File: config.mk
export PLATFORM = sky130hd
export DESIGN_NAME = control_cmd_readarea_flat
export DESIGN_NICKNAME = d
export VERILOG_FILES = /design/src/rtl/control_cmd_readarea.sv /design/src/rtl/control_cmd_readarea_if.sv /design/src/flat_wrapper.sv
export SDC_FILE = /design/constraint.sdc
export NUM_CORES = 1
export LEC_CHECK = 0
export CAP_MARGIN = 30
export CORE_MARGIN = 1.5
export CORE_UTILIZATION = 55
export CTS_BUF_LIST = sky130_fd_sc_hd__clkbuf_16
export DETAILED_ROUTE_END_ITERATION = 7
export GPL_ROUTABILITY_DRIVEN = 0
export PLACE_DENSITY = 0.76
export SLEW_MARGIN = 20
export SYNTH_ARGS = -nofsm -noshare
export SYNTH_HDL_FRONTEND = slang
export SYNTH_SLANG_ARGS = --single-unit
File: constraint.sdc
create_clock -name clk -period 12.4 [get_ports clk]
set_input_delay 3.1 -clock clk [delete_from_list [all_inputs] [get_ports clk]]
set_output_delay 3.1 -clock clk [all_outputs]
set_load 0.03 [all_outputs]
File: src/rtl/control_cmd_readarea.sv
// Read-area command: captures x1,y1,width,height, reads the clipped rectangle from
// framebuffer RAM byte by byte and returns it over tx. Optional CONTROL_CMD_READAREA_TRAILER_EN.
package params_pkg;
  localparam int unsigned PIXEL_WIDTH     = 64;
  localparam int unsigned PIXEL_HEIGHT    = 32;
  localparam int unsigned BYTES_PER_PIXEL = 2;
  localparam int unsigned NUM_ROW_ADDRESS_BITS      = $clog2(PIXEL_HEIGHT);
  localparam int unsigned NUM_COLUMN_ADDRESS_BITS   = $clog2(PIXEL_WIDTH);
  localparam int unsigned NUM_PIXELCOLORSELECT_BITS =
    (BYTES_PER_PIXEL > 1) ? $clog2(BYTES_PER_PIXEL) : 1;
endpackage

module control_cmd_readarea
  import params_pkg::*;
#(
  parameter int unsigned RAM_READ_LATENCY = 1
) (
  input  logic                   clk,
  input  logic                   reset_n,
  control_cmd_readarea_if.slave  bus,
  output logic                   done
);

  localparam int unsigned ROW_W = NUM_ROW_ADDRESS_BITS;
  localparam int unsigned COL_W = NUM_COLUMN_ADDRESS_BITS;
  localparam int unsigned PIX_W = NUM_PIXELCOLORSELECT_BITS;

  typedef enum logic [2:0] {
    S_CAPTURE, S_CLAMP, S_ISSUE, S_WAIT, S_HOLD, S_TRAILER, S_FINISH
  } state_t;

  state_t           state;
  logic [1:0]       cap_idx;
  logic [7:0]       x1, y1, wid, hgt;
  logic [COL_W-1:0] x_start, x_end;
  logic [ROW_W-1:0] y_end;
  logic [2:0]       lat_cnt;
  logic             ready_r, rd_en_r, start_r, tx_valid_r;
  logic [ROW_W-1:0] row_r;
  logic [COL_W-1:0] col_r;
  logic [PIX_W-1:0] pix_r;
  logic [7:0]       tx_data_r;
`ifdef CONTROL_CMD_READAREA_TRAILER_EN
  logic [7:0]       xor_acc;
`endif

  logic [8:0] eff_w_c, eff_h_c;

  // Length of a span starting at start, clipped to [0, limit)
  function automatic logic [8:0] clamp_len(input logic [7:0] start, input logic [7:0] len,
                                           input logic [8:0] limit);
    logic [8:0] room;
    if ({1'b0, start} >= limit) return 9'd0;
    room = limit - {1'b0, start};
    return ({1'b0, len} < room) ? {1'b0, len} : room;
  endfunction

  assign eff_w_c = clamp_len(x1, wid, 9'(PIXEL_WIDTH));
  assign eff_h_c = clamp_len(y1, hgt, 9'(PIXEL_HEIGHT));

  assign bus.ready_for_data   = ready_r;
  assign bus.row              = row_r;
  assign bus.column           = col_r;
  assign bus.pixel            = pix_r;
  assign bus.ram_read_enable  = rd_en_r;
  assign bus.ram_access_start = start_r;
  assign bus.tx_data          = tx_data_r;
  assign bus.tx_valid         = tx_valid_r;

  // Command sequencer; all outputs are registered alongside the state
  always_ff @(posedge clk or negedge reset_n) begin
    if (!reset_n) begin
      state      <= S_CAPTURE;
      cap_idx    <= 2'd0;
      x1         <= 8'd0;
      y1         <= 8'd0;
      wid        <= 8'd0;
      hgt        <= 8'd0;
      x_start    <= '0;
      x_end      <= '0;
      y_end      <= '0;
      lat_cnt    <= 3'd0;
      ready_r    <= 1'b1;
      rd_en_r    <= 1'b0;
      start_r    <= 1'b0;
      tx_valid_r <= 1'b0;
      row_r      <= '0;
      col_r      <= '0;
      pix_r      <= '0;
      tx_data_r  <= 8'd0;
      done       <= 1'b0;
`ifdef CONTROL_CMD_READAREA_TRAILER_EN
      xor_acc    <= 8'd0;
`endif
    end else begin
      case (state)
        S_CAPTURE: begin
          if (bus.enable) begin
            case (cap_idx)
              2'd0:    x1  <= bus.data_in;
              2'd1:    y1  <= bus.data_in;
              2'd2:    wid <= bus.data_in;
              default: hgt <= bus.data_in;
            endcase
            cap_idx <= 2'(cap_idx + 2'd1);
            if (cap_idx == 2'd3) begin
              ready_r <= 1'b0;
              state   <= S_CLAMP;
            end
          end
        end

        S_CLAMP: begin
`ifdef CONTROL_CMD_READAREA_TRAILER_EN
          xor_acc <= 8'd0;
`endif
          if (eff_w_c == 9'd0 || eff_h_c == 9'd0) begin
`ifdef CONTROL_CMD_READAREA_TRAILER_EN
            tx_data_r  <= 8'd0;
            tx_valid_r <= 1'b1;
            state      <= S_TRAILER;
`else
            done  <= 1'b1;
            state <= S_FINISH;
`endif
          end else begin
            row_r   <= ROW_W'(y1);
            col_r   <= COL_W'(x1);
            pix_r   <= PIX_W'(BYTES_PER_PIXEL - 1);
            x_start <= COL_W'(x1);
            x_end   <= COL_W'(9'(x1) + eff_w_c - 9'd1);
            y_end   <= ROW_W'(9'(y1) + eff_h_c - 9'd1);
            start_r <= 1'b1;
            rd_en_r <= 1'b1;
            state   <= S_ISSUE;
          end
        end

        S_ISSUE: begin
          start_r <= 1'b0;
          lat_cnt <= 3'(RAM_READ_LATENCY - 1);
          state   <= S_WAIT;
        end

        S_WAIT: begin
          if (lat_cnt == 3'd0) begin
            tx_data_r  <= bus.ram_data_in;
            tx_valid_r <= 1'b1;
            rd_en_r    <= 1'b0;
`ifdef CONTROL_CMD_READAREA_TRAILER_EN
            xor_acc    <= xor_acc ^ bus.ram_data_in;
`endif
            state      <= S_HOLD;
          end else begin
            lat_cnt <= 3'(lat_cnt - 3'd1);
          end
        end

        // Advance pixel, then column, then row once the byte is accepted
        S_HOLD: begin
          if (bus.tx_ready) begin
            tx_valid_r <= 1'b0;
            if (pix_r != '0) begin
              pix_r   <= PIX_W'(pix_r - 1'b1);
              start_r <= 1'b1;
              rd_en_r <= 1'b1;
              state   <= S_ISSUE;
            end else if (col_r != x_end) begin
              pix_r   <= PIX_W'(BYTES_PER_PIXEL - 1);
              col_r   <= COL_W'(col_r + 1'b1);
              start_r <= 1'b1;
              rd_en_r <= 1'b1;
              state   <= S_ISSUE;
            end else if (row_r != y_end) begin
              pix_r   <= PIX_W'(BYTES_PER_PIXEL - 1);
              col_r   <= x_start;
              row_r   <= ROW_W'(row_r + 1'b1);
              start_r <= 1'b1;
              rd_en_r <= 1'b1;
              state   <= S_ISSUE;
            end else begin
`ifdef CONTROL_CMD_READAREA_TRAILER_EN
              tx_data_r  <= xor_acc;
              tx_valid_r <= 1'b1;
              state      <= S_TRAILER;
`else
              done  <= 1'b1;
              state <= S_FINISH;
`endif
            end
          end
        end

        S_TRAILER: begin
          if (bus.tx_ready) begin
            tx_valid_r <= 1'b0;
            done       <= 1'b1;
            state      <= S_FINISH;
          end
        end

        S_FINISH: begin
          done    <= 1'b0;
          ready_r <= 1'b1;
          cap_idx <= 2'd0;
          state   <= S_CAPTURE;
        end

        default: state <= S_CAPTURE;
      endcase
    end
  end

endmodule
File: src/rtl/control_cmd_readarea_if.sv
// Command, framebuffer-RAM and transmit signals shared by the read-area handler
// and the command dispatcher side.
interface control_cmd_readarea_if #(
  parameter int unsigned ROW_W = 5,
  parameter int unsigned COL_W = 6,
  parameter int unsigned PIX_W = 1
) ();
  logic             enable;
  logic [7:0]       data_in;
  logic             ready_for_data;
  logic [ROW_W-1:0] row;
  logic [COL_W-1:0] column;
  logic [PIX_W-1:0] pixel;
  logic             ram_read_enable;
  logic             ram_access_start;
  logic [7:0]       ram_data_in;
  logic [7:0]       tx_data;
  logic             tx_valid;
  logic             tx_ready;

  // Dispatcher side: feeds command bytes and RAM data, consumes tx bytes
  modport master (
    output enable, data_in, ram_data_in, tx_ready,
    input  ready_for_data, row, column, pixel, ram_read_enable, ram_access_start,
           tx_data, tx_valid
  );

  // Read-area handler side
  modport slave (
    input  enable, data_in, ram_data_in, tx_ready,
    output ready_for_data, row, column, pixel, ram_read_enable, ram_access_start,
           tx_data, tx_valid
  );
endinterface

File: src/flat_wrapper.sv
// flat-port wrapper written by rule: the top's interface ports become plain ports
module control_cmd_readarea_flat import params_pkg::*;
#(
  parameter int unsigned RAM_READ_LATENCY = 1
)
  (clk, reset_n, done, bus_enable, bus_data_in, bus_ram_data_in, bus_tx_ready, bus_ready_for_data, bus_row, bus_column, bus_pixel, bus_ram_read_enable, bus_ram_access_start, bus_tx_data, bus_tx_valid);
  control_cmd_readarea_if bus_i ();
  input  logic clk;
  input  logic reset_n;
  output logic done;
  input wire logic [$bits(bus_i.enable)-1:0] bus_enable;
  input wire logic [$bits(bus_i.data_in)-1:0] bus_data_in;
  input wire logic [$bits(bus_i.ram_data_in)-1:0] bus_ram_data_in;
  input wire logic [$bits(bus_i.tx_ready)-1:0] bus_tx_ready;
  output wire logic [$bits(bus_i.ready_for_data)-1:0] bus_ready_for_data;
  output wire logic [$bits(bus_i.row)-1:0] bus_row;
  output wire logic [$bits(bus_i.column)-1:0] bus_column;
  output wire logic [$bits(bus_i.pixel)-1:0] bus_pixel;
  output wire logic [$bits(bus_i.ram_read_enable)-1:0] bus_ram_read_enable;
  output wire logic [$bits(bus_i.ram_access_start)-1:0] bus_ram_access_start;
  output wire logic [$bits(bus_i.tx_data)-1:0] bus_tx_data;
  output wire logic [$bits(bus_i.tx_valid)-1:0] bus_tx_valid;
  assign bus_i.enable = bus_enable;
  assign bus_i.data_in = bus_data_in;
  assign bus_i.ram_data_in = bus_ram_data_in;
  assign bus_i.tx_ready = bus_tx_ready;
  assign bus_ready_for_data = bus_i.ready_for_data;
  assign bus_row = bus_i.row;
  assign bus_column = bus_i.column;
  assign bus_pixel = bus_i.pixel;
  assign bus_ram_read_enable = bus_i.ram_read_enable;
  assign bus_ram_access_start = bus_i.ram_access_start;
  assign bus_tx_data = bus_i.tx_data;
  assign bus_tx_valid = bus_i.tx_valid;
  control_cmd_readarea #(.RAM_READ_LATENCY(RAM_READ_LATENCY)) u_core (.clk(clk), .reset_n(reset_n), .bus(bus_i), .done(done));
endmodule
* After elaboration in Yosys (flattened, before gate mapping)
Cells that the tools add are included.
** Word-level totals
- Logic and storage cells :: 154
- Output and inout port bits :: 25
- Bits in registers :: 82
- Bits of input ports :: 20
** Cells by class
- Equality and inequality tests :: 26
- Mux-type cells :: 60
- Add/subtract/negate cells :: 11
- Reductions and logical operators :: 32
- Bitwise logic cells :: 2
- Order comparisons :: 4
** Operators by type and width (number)
- $mux 9 :: 6
- $mux 3 :: 10
- $mux 6 :: 5
- $mux 5 :: 5
- $mux 1 :: 22
- $reduce_and 3->1 :: 7
- $logic_not 9->1 :: 2
- $lt 8x9->1 :: 2
- $pmux 3 s6 :: 1
- $ne 2x2->1 const B :: 8
- $reduce_and 5->1 :: 3
- $pmux 6 s2 :: 1
- $ne 2x1->1 const B :: 5
- $pmux 5 s2 :: 1
- $eq 3x3->1 const B :: 3
- $sub 6x8->9 const A :: 1
- $sub 7x8->9 const A :: 1
- $ge 8x6->1 const B :: 1
- $ge 8x7->1 const B :: 1
- $reduce_and 2->1 :: 4
- $reduce_bool 2->1 :: 4
- $reduce_and 7->1 :: 1
- $add 6x1->6 const B :: 1
- $add 6x6->6 :: 1
- 31 further kinds :: 39

* Depth between registers and ports, before layout
Gate-level depths: netlist of run 1.
- Depth after elaboration :: 8
- Gate-level depth with buffers :: 21
- Depth with buffers taken out :: 20

* Worst setup path before layout of run 1
OpenSTA, ideal clock, no wires.
- Path kind :: register to register
- Start :: reg u_core.x1[3]
- End :: reg u_core.x_end[5]
- Buffers on the path :: 1
- Setup slack :: 7.806 ns
- Data required time :: 12.275 ns
- Period minus slack after synthesis :: 4.594 ns
- Stages on the path, launching flop included :: 22
- Setup time :: 0.125 ns
- Arrival :: 4.470 ns
- Cell sequence :: dfrtp_1 > buf_6 > or4_4 > nor3_1 > nand2b_1 > xor2_1 > ha_1 > and3_1 > a221oi_1 > o21ai_0 > nand2_1 > nand2_1 > a21o_1 > ha_1 > inv_1 > ha_1 > fa_1 > a21o_1 > a21oi_1 > xnor2_1 > xnor2_1 > mux2_2
** Between the ends
- Longest elaborated chain between the ends :: 8
- Elaborated cells between the ends (all ways) :: 12
- Classes of those cells :: 3 x add/sub; 2 x order compare; 3 x mux; 1 x bitwise; 3 x reduce/logical
** Ends and longest elaborated chain
- start, declared :: RTL line control_cmd_readarea.sv:34 : logic [7:0] x1, y1, wid, hgt;
- start signal, assigned :: RTL line control_cmd_readarea.sv:100 : 2'd0: x1 <= bus.data_in;
- parallel branches: the longest is 8 deep, another holds $sub 7x8->9
- end signal, assigned :: RTL line control_cmd_readarea.sv:131 : x_end <= COL_W'(9'(x1) + eff_w_c - 9'd1);
- end, declared :: RTL line control_cmd_readarea.sv:35 : logic [COL_W-1:0] x_start, x_end;
Parallel ways; which one is timed is not known.
A chain may end at the register's enable or synchronous reset.

* Worst setup path after layout of run 1
Ends and elaborated chain as after synthesis.

==> results of run 1 <==
-- synthesized netlist by cell type, types with 3 or more instances --
cell / number / share of area
sky130_fd_sc_hd__inv_1: 40 / 0.029
sky130_fd_sc_hd__o21bai_1: 4 / 0.0057
sky130_fd_sc_hd__xnor2_1: 18 / 0.030
sky130_fd_sc_hd__nor3_1: 5 / 0.0048
sky130_fd_sc_hd__nand3_1: 20 / 0.019
sky130_fd_sc_hd__nand2b_1: 12 / 0.014
sky130_fd_sc_hd__clkbuf_1: 13 / 0.0093
sky130_fd_sc_hd__o21a_1: 3 / 0.0043
sky130_fd_sc_hd__and3_1: 3 / 0.0036
sky130_fd_sc_hd__nor4_1: 4 / 0.0048
sky130_fd_sc_hd__o31ai_1: 7 / 0.010
sky130_fd_sc_hd__o21ai_0: 29 / 0.028
sky130_fd_sc_hd__xor2_1: 16 / 0.027
sky130_fd_sc_hd__a21o_1: 12 / 0.017
sky130_fd_sc_hd__mux2_2: 62 / 0.13
sky130_fd_sc_hd__mux2i_1: 7 / 0.013
sky130_fd_sc_hd__nand2_1: 44 / 0.031
sky130_fd_sc_hd__buf_4: 3 / 0.0043
sky130_fd_sc_hd__dfrtp_1: 81 / 0.39
sky130_fd_sc_hd__ha_1: 41 / 0.098
sky130_fd_sc_hd__nor2_1: 23 / 0.016
sky130_fd_sc_hd__and2_1: 4 / 0.0048
sky130_fd_sc_hd__nor2b_1: 9 / 0.011
sky130_fd_sc_hd__a31oi_1: 4 / 0.0048
sky130_fd_sc_hd__a21oi_1: 16 / 0.015
-- state kept, by name, indices dropped and copies added (netlist names), 3 cells and up --
signal and flops:
u_core.bus.tx_data 8, u_core.hgt 8, u_core.wid 8, u_core.x1 8, u_core.y1 8, u_core.bus.column 6, u_core.x_end 6, u_core.x_start 6
u_core.bus.row 5, u_core.y_end 5, u_core.lat_cnt 3, u_core.state 3
-- report_power, final --
part           internal (W)  total (W)  switching, W
logic              0.000482    0.00100      0.000520
clock network      0.000176   0.000285      0.000109
registers          0.000389   0.000552      0.000164
-- cell type report --
class | instances | area, µm²
Fill cell | 706 | 3119
Multi-Input combinational cell | 380 | 2964
Sequential cell | 82 | 2053
Timing Repair Buffer | 46 | 473.0
Clock buffer | 9 | 225.2
Tap cell | 129 | 161.4
Inverter | 40 | 150.1
Clock inverter | 7 | 93.84
-- how the worst max path moves through the flow --
stage / startpoint / end / slack, ns / cells past startpoint
6_report: u_core.x1[3] / u_core.x_end[5] / 7.36 / 20
5_1_grt: u_core.x1[3] / u_core.x_end[5] / 6.94 / 20
4_1_cts: u_core.x1[3] / u_core.x_end[5] / 7.37 / 20
3_5_place_dp: u_core.x1[3] / u_core.x_end[5] / 7.43 / 20
3_3_place_gp: u_core.x1[3] / u_core.x_end[5] / 7.44 / 20
2_1_floorplan: u_core.x1[3] / u_core.x_end[5] / 7.81 / 21
-- kinds of logic after synthesis --
| group | after synthesis |
|---|---|
| muxes | 69 |
| and+or+nand+nor | 138 |
| buffers and inverters | 57 |
| DFF | 82 |
| AOI/OAI and AO/OA | 96 |
| xor gates and xnor gates | 34 |
| adders and majority gates | 43 |
-- through the flow --
stage	std cells	power [W]	util	instance area (µm²)	hold slack, ns
after global placement	676	0.001510	0.6249	5774	0.4645
after global routing	693	0.002004	0.6624	6121	0.5204
after detailed placement	677	0.001554	0.6279	5802	0.4728
final	693	0.001840	0.6624	6121	0.4788
after CTS	693	0.001850	0.6624	6121	0.4865
after floorplan	519	0.001274	-	5250	0.4492
-- critical path: cells and delay by family, from the launching register on --
kind	cells	cell delay [ns]
buffers and inverters	1	0.04
flip-flops	1	0.49
adder cells (fa/ha/maj)	4	1.15
XOR/XNOR	3	0.38
AND/OR/NAND/NOR	6	1.56
multiplexers	1	0.27
AO/OA/AOI/OAI	5	1.01
-- metal layers --
metal | vias to the layer above | part of all wire
met5 | - | 0
met4 | 0 | 0.015
met3 | 14 | 0.021
met2 | 54 | 0.51
met1 | 1939 | 0.46
li1 | 1904 | -
==> impl_metrics.sql, run 1 <==
INSERT INTO impl_metrics (metric_group, metric, value, unit) VALUES
('route', 'final_wl', '11320', 'µm'),
('power', 'power.static_leakage', '2.796', 'nW'),
('sta', 'finalSetupViolCount', '0', ''),
('route', 'tritonroute_pass_1_iters', '4', ''),
('route', 'detail_route.vias_per_cell', '5.644', ''),
('clock_network', 'clkTransAtPathRegs', '0.07', 'ns'),
('route', 'ant_nets', '0', ''),
('sta', 'period_utilisation_layout', '0.4067', ''),
('global_routing', 'grt_start_max_net_pins', '52', ''),
('clock_network', 'number_of_sinks_driven_by_the_clock_tree', '82', ''),
('floorplan', 'die_x', '100.7', 'µm'),
('clock_network', 'holdBufCountCts', '0', ''),
('global_routing', 'grtUsageMet3', '0.03121', ''),
('yosys', 'synth_edf_count', '0', ''),
('route', 'drt_iter0_markers', '263', ''),
('route', 'detail_route.wl_per_cell', '16.34', 'µm'),
('sta', 'hold_viol_final', '0', ''),
('setup_path', 'r2r-start', 'u_core.x1[3]', ''),
('global_routing', 'grt_usage', '0.2421', ''),
('setup_path', 'crit-reg2reg-capture', 'u_core.x_end[5]', ''),
('yosys', 'synthXorXnorAreaFrac', '0.05672', ''),
('setup_path', 'timing.setup.critical_path_class', 'reg -> reg', ''),
('floorplan', 'die_area', '10140', 'µm²'),
('setup_path', 'worst-endpoint-arrival', '5.26', 'ns'),
('global_routing', 'first_global_vias', '4008', ''),
('sta', 'unrepaired_setup_endpoints_after_global_routing', 'false', ''),
('power', 'powerDensity', '300.7', 'nW/µm²'),
('layout', 'final_cell_mix', '81 x sky130_fd_sc_hd__dfrtp_1, 62 x sky130_fd_sc_hd__mux2_2, 44 x sky130_fd_sc_hd__nand2_1', ''),
('setup_path', 'worst_path_most_repeated_cell', 'sky130_fd_sc_hd__ha_1', ''),
('sta', 'setup_slack', '7.356', 'ns'),
('clock_network', 'worstSkewPairLatency', '0.34', 'ns'),
('clock_network', 'clock_tree_from_tritoncts', 'done', ''),
('place', 'io_buffer_count', '44', ''),
('hold_path', 'min_path_cells', '2', ''),
('setup_path', 'slowest_stage_delay_cp', '0.58', 'ns'),
('yosys', 'synthDistinctLibCells', '54', ''),
('hold_path', 'hold-path-endpoint', 'u_core.lat_cnt[1]', ''),
('setup_path', 'reg2reg_setup_slack', '7.36', 'ns'),
('sta', 'timing_max_transition_violations_final', '0', ''),
('global_routing', 'grtUsageMet1', '0.3176', ''),
('floorplan', 'chipHeight', '100.7', 'µm'),
('setup_path', 'timing.critical_path.from_type', 'register', ''),
('yosys', 'synth-compound-area-share', '0.1220', ''),
('flow_run', 'maxCapViolations', '0', ''),
('global_routing', 'antenna_found_initial', '0', ''),
('setup_path', 'critical_path.max_fanout', '10', ''),
('clock_network', 'post_cts_buffers', '0', ''),
('setup_path', 'critical_path.slowest_cell', 'sky130_fd_sc_hd__or4_4', ''),
('global_routing', 'gr-usage-met2', '0.4194', ''),
('run_status', 'outcome', 'completed', ''),
('setup_path', 'ff2ff_path_depth', '20', ''),
('yosys', 'ys_seq_elements', '82', ''),
('yosys', 'synthSimpleGateAreaFrac', '0.1342', ''),
('global_routing', 'globalRouteOverflowTotal', '0', ''),
('floorplan', 'io-pin-count', '45', ''),
('hold_path', 'hold_path_startpoint', 'u_core.lat_cnt[1]', ''),
('yosys', 'synth_cells', '519', ''),
('layout', 'leading_cell_type_in_the_layout_fill_and_taps_excluded', 'sky130_fd_sc_hd__dfrtp_1', ''),
('clock_network', 'cts_inserted_buffers', '9', ''),
('global_routing', 'grt_first_pass_wirelength', '19230', 'µm'),
('layout', 'nNetsFinal', '622', ''),
('layout', 'syn_to_final_growth', '16.59', '%'),
('place', 'pre_cts_ws', '7.429', 'ns'),
('global_routing', 'busiest_layer', 'met2', ''),
('setup_path', 'critPathRequiredTime', '12.61', 'ns'),
('yosys', 'asyncSetResetFlopFracSynth', '1.000', ''),
('yosys', 'synth-seq-area-share', '0.3911', ''),
('clock_network', 'cts_root_buf', 'sky130_fd_sc_hd__clkbuf_16', ''),
('floorplan', 'initial_core_util', '0.5682', ''),
('setup_path', 'worst_setup_path_end_kind', 'register', ''),
('setup_path', 'critical_path.cell_chain', 'or4_4 -> nor3_1 -> nand2b_1 -> xor2_1 -> ha_1 -> and3_1 -> a221oi_1 -> o21ai_0 -> nand2_1 -> nand2_1 -> a21o_1 -> ha_1 -> inv_1 -> ha_1 -> fa_1 -> a21o_1 -> a21oi_1 -> xnor2_1 -> xnor2_1 -> mux2_2', '');
Power figures use the tool's default switching activity.
==> run 2, diff against run 1 <==
Clock period 12.4 ns to 4.85 ns, I/O delays scaled along.
==> run 2 against run 1 <==
Largest cell class unchanged. Sequential cell count is the same. Critical path depth is the same. Clock skew shrank 0.0015 ns.
==> impl_metrics.sql, run 2 (same netlist as run 1, synthesis figures left out) <==
INSERT INTO impl_metrics (metric_group, metric, value, unit) VALUES
('flow_run', 'maxCapViolations', '0', ''),
('setup_path', 'r2r-start', 'u_core.x1[0]', ''),
('clock_network', 'clock_tree_from_tritoncts', 'done', ''),
('clock_network', 'post_cts_resized', '0', ''),
('place', 'detailed_place_hpwl', '8298', 'µm'),
('setup_path', 'worst_setup_path_end_kind', 'register', ''),
('sta', 'fmax', '218.2', 'MHz'),
('clock_network', 'worstSkewPairLatency', '0.34', 'ns'),
('sta', 'timing_max_transition_violations_final', '0', ''),
('clock_network', 'clkTransAtPathRegs', '0.07', 'ns'),
('layout', 'final_core_utilization', '0.6692', ''),
('floorplan', 'die_area', '10140', 'µm²'),
('floorplan', 'chipHeight', '100.7', 'µm'),
('clock_network', 'post_cts_buffers', '0', ''),
('setup_path', 'ff2ff_path_depth', '20', ''),
('sta', 'max_transition_margin', '0.5666', ''),
('floorplan', 'core.rowCount', '35', ''),
('layout', 'leading_cell_type_in_the_layout_fill_and_taps_excluded', 'sky130_fd_sc_hd__dfrtp_1', ''),
('route', 'tritonroute_pass_1_iters', '5', ''),
('hold_path', 'hold-path-endpoint', 'u_core.lat_cnt[1]', ''),
('floorplan', 'die_x', '100.7', 'µm'),
('sta', 'period_needed', '4.583', 'ns'),
('floorplan', 'core_area', '9240', 'µm²'),
('power', 'power.static_leakage', '2.838', 'nW'),
('sta', 'period_utilisation_layout', '0.9449', ''),
('route', 'post-route-drc-count', '0', ''),
('route', 'ant_nets', '0', ''),
('layout', 'final_cell_mix', '80 x sky130_fd_sc_hd__dfrtp_1, 62 x sky130_fd_sc_hd__mux2_2, 44 x sky130_fd_sc_hd__nand2_1', ''),
('power', 'powerDensity', '772.7', 'nW/µm²'),
('hold_path', 'min_path_type', 'reg -> reg', ''),
('sta', 'hold_viol_final', '0', ''),
('layout', 'fill_cells', '707', ''),
('setup_path', 'cpLargestDelayFamily', 'simple AND/OR/NAND/NOR gates', ''),
('setup_path', 'slowest_stage_delay_cp', '0.58', 'ns'),
('setup_path', 'worst_path_most_repeated_cell', 'sky130_fd_sc_hd__ha_1', ''),
('setup_path', 'worst-endpoint-arrival', '4.80', 'ns'),
('floorplan', 'initial_core_util', '0.5682', ''),
('sta', 'hold-worst-slack', '0.4763', 'ns'),
('global_routing', 'grt_start_max_net_pins', '53', ''),
('clock_network', 'number_of_sinks_driven_by_the_clock_tree', '82', ''),
('setup_path', 'crit-reg2reg-capture', 'u_core.x_end[5]', ''),
('clock_network', 'cts_inserted_buffers', '9', ''),
('setup_path', 'critical_path.cell_chain', 'or4_4 -> nor3_2 -> nand2b_1 -> xor2_1 -> ha_1 -> and3_1 -> a221oi_1 -> o21ai_1 -> nand2_1 -> nand2_1 -> a21o_1 -> ha_1 -> inv_1 -> ha_1 -> fa_1 -> a21o_1 -> a21oi_1 -> xnor2_1 -> xnor2_1 -> mux2_2', ''),
('route', 'final_wl', '11230', 'µm'),
('power', 'vdd_drop_max', '0.0003857', 'V'),
('setup_path', 'reg2reg_setup_slack', '0.27', 'ns'),
('sta', 'finalSetupViolCount', '0', ''),
('setup_path', 'cp_num_buf_inv', '1', ''),
('setup_path', 'timing.critical_path.from_type', 'register', ''),
('setup_path', 'timing.setup.critical_path_class', 'reg -> reg', ''),
('hold_path', 'min_path_cells', '2', ''),
('route', 'vias', '3997', ''),
('clock_network', 'cts_root_buf', 'sky130_fd_sc_hd__clkbuf_16', ''),
('layout', 'nNetsFinal', '629', ''),
('layout', 'syn_to_final_growth', '17.78', '%'),
('clock_network', 'holdBufCountCts', '0', ''),
('hold_path', 'hold_path_startpoint', 'u_core.lat_cnt[1]', ''),
('global_routing', 'grt_usage', '0.2369', ''),
('layout', 'insertedDiodeCount', '0', ''),
('setup_path', 'critPathRequiredTime', '5.07', 'ns'),
('clock_network', 'clock_path_buffers', '2', ''),
('global_routing', 'first_global_vias', '4046', ''),
('setup_path', 'critical_path.max_fanout', '8', ''),
('run_status', 'outcome', 'completed', ''),
('sta', 'max_slew.worst_pin.slew', '0.6478', 'ns'),
('sta', 'finClkSkew', '0.008603', 'ns'),
('route', 'detail_route.wl_per_cell', '16.05', 'µm'),
('global_routing', 'globalRouteOverflowTotal', '0', ''),
('global_routing', 'grt_first_pass_wirelength', '18870', 'µm'),
('global_routing', 'antenna_found_initial', '0', ''),
('route', 'drt_iter0_markers', '254', ''),
('setup_path', 'critical_path.slowest_cell', 'sky130_fd_sc_hd__or4_4', ''),
('floorplan', 'io-pin-count', '45', ''),
('layout', 'drive_above_1_share', '0.1716', ''),
('place', 'io_buffer_count', '44', ''),
('clock_network', 'cts-htree-levels', '3', ''),
('route', 'detail_route.vias_per_cell', '5.710', '');
## run 2: how the worst max path moves through the flow
| stage | start | endpoint | slack [ns] | cells past startpoint |
|---|---|---|---|---|
| floorplan | u_core.x1[3] | u_core.x_end[5] | 0.26 | 21 |
| global placement | u_core.x1[0] | u_core.x_end[5] | 0.31 | 20 |
| detailed placement | u_core.x1[0] | u_core.x_end[5] | 0.17 | 20 |
| CTS | u_core.x1[0] | u_core.x_end[5] | 0.15 | 20 |
| global route | u_core.x1[0] | u_core.x_end[5] | -0.02 | 20 |
| finish | u_core.x1[0] | u_core.x_end[5] | 0.27 | 20 |
## run 2: per-stage QoR
step / setup WS [ns] / total power [W] / cell area [µm²] / std cells / setup TNS [ns]
finish: 0.2673 / 0.004778 / 6183 / 700 / 0
CTS: 0.1504 / 0.004791 / 6172 / 700 / 0
global route: -0.02330 / 0.005176 / 6183 / 700 / -0.02330
global placement: 0.3053 / 0.003910 / 5827 / 683 / 0
floorplan: 0.2558 / 0.003257 / 5250 / 519 / 0
detailed placement: 0.1674 / 0.004034 / 5854 / 684 / 0
## run 2: area by class of cell
class | instances | area, µm² | area share
multi-input combinational | 380 | 2974 | 0.4810
sequential | 82 | 2054 | 0.3323
timing repair buffer | 53 | 525.5 | 0.08499
clock buffer | 9 | 225.2 | 0.03642
tap | 129 | 161.4 | 0.02610
inverter | 40 | 150.1 | 0.02428
clock inverter | 7 | 92.59 | 0.01497
## run 2: tightest hold or removal path, cell delays in order (launching register included)
cell                      delay [ns]
sky130_fd_sc_hd__dfrtp_1        0.34
sky130_fd_sc_hd__nand2_1        0.05
sky130_fd_sc_hd__o21ai_0        0.06
## run 2: power breakdown
part | switching [W] | total, W | internal (W)
clock network | 0.000280 | 0.000731 | 0.000451
logic | 0.00137 | 0.00267 | 0.00130
registers | 0.000386 | 0.00138 | 0.000995
total | 0.00204 | 0.00478 | 0.00274
## run 2: metal layers
metal,global-route usage,vias up,routed length [µm]
met5,0,-,0
met4,0.07151,0,201
met3,0.03953,20,406
met2,0.3986,91,5608
met1,0.3146,1967,5016
li1,-,1919,-
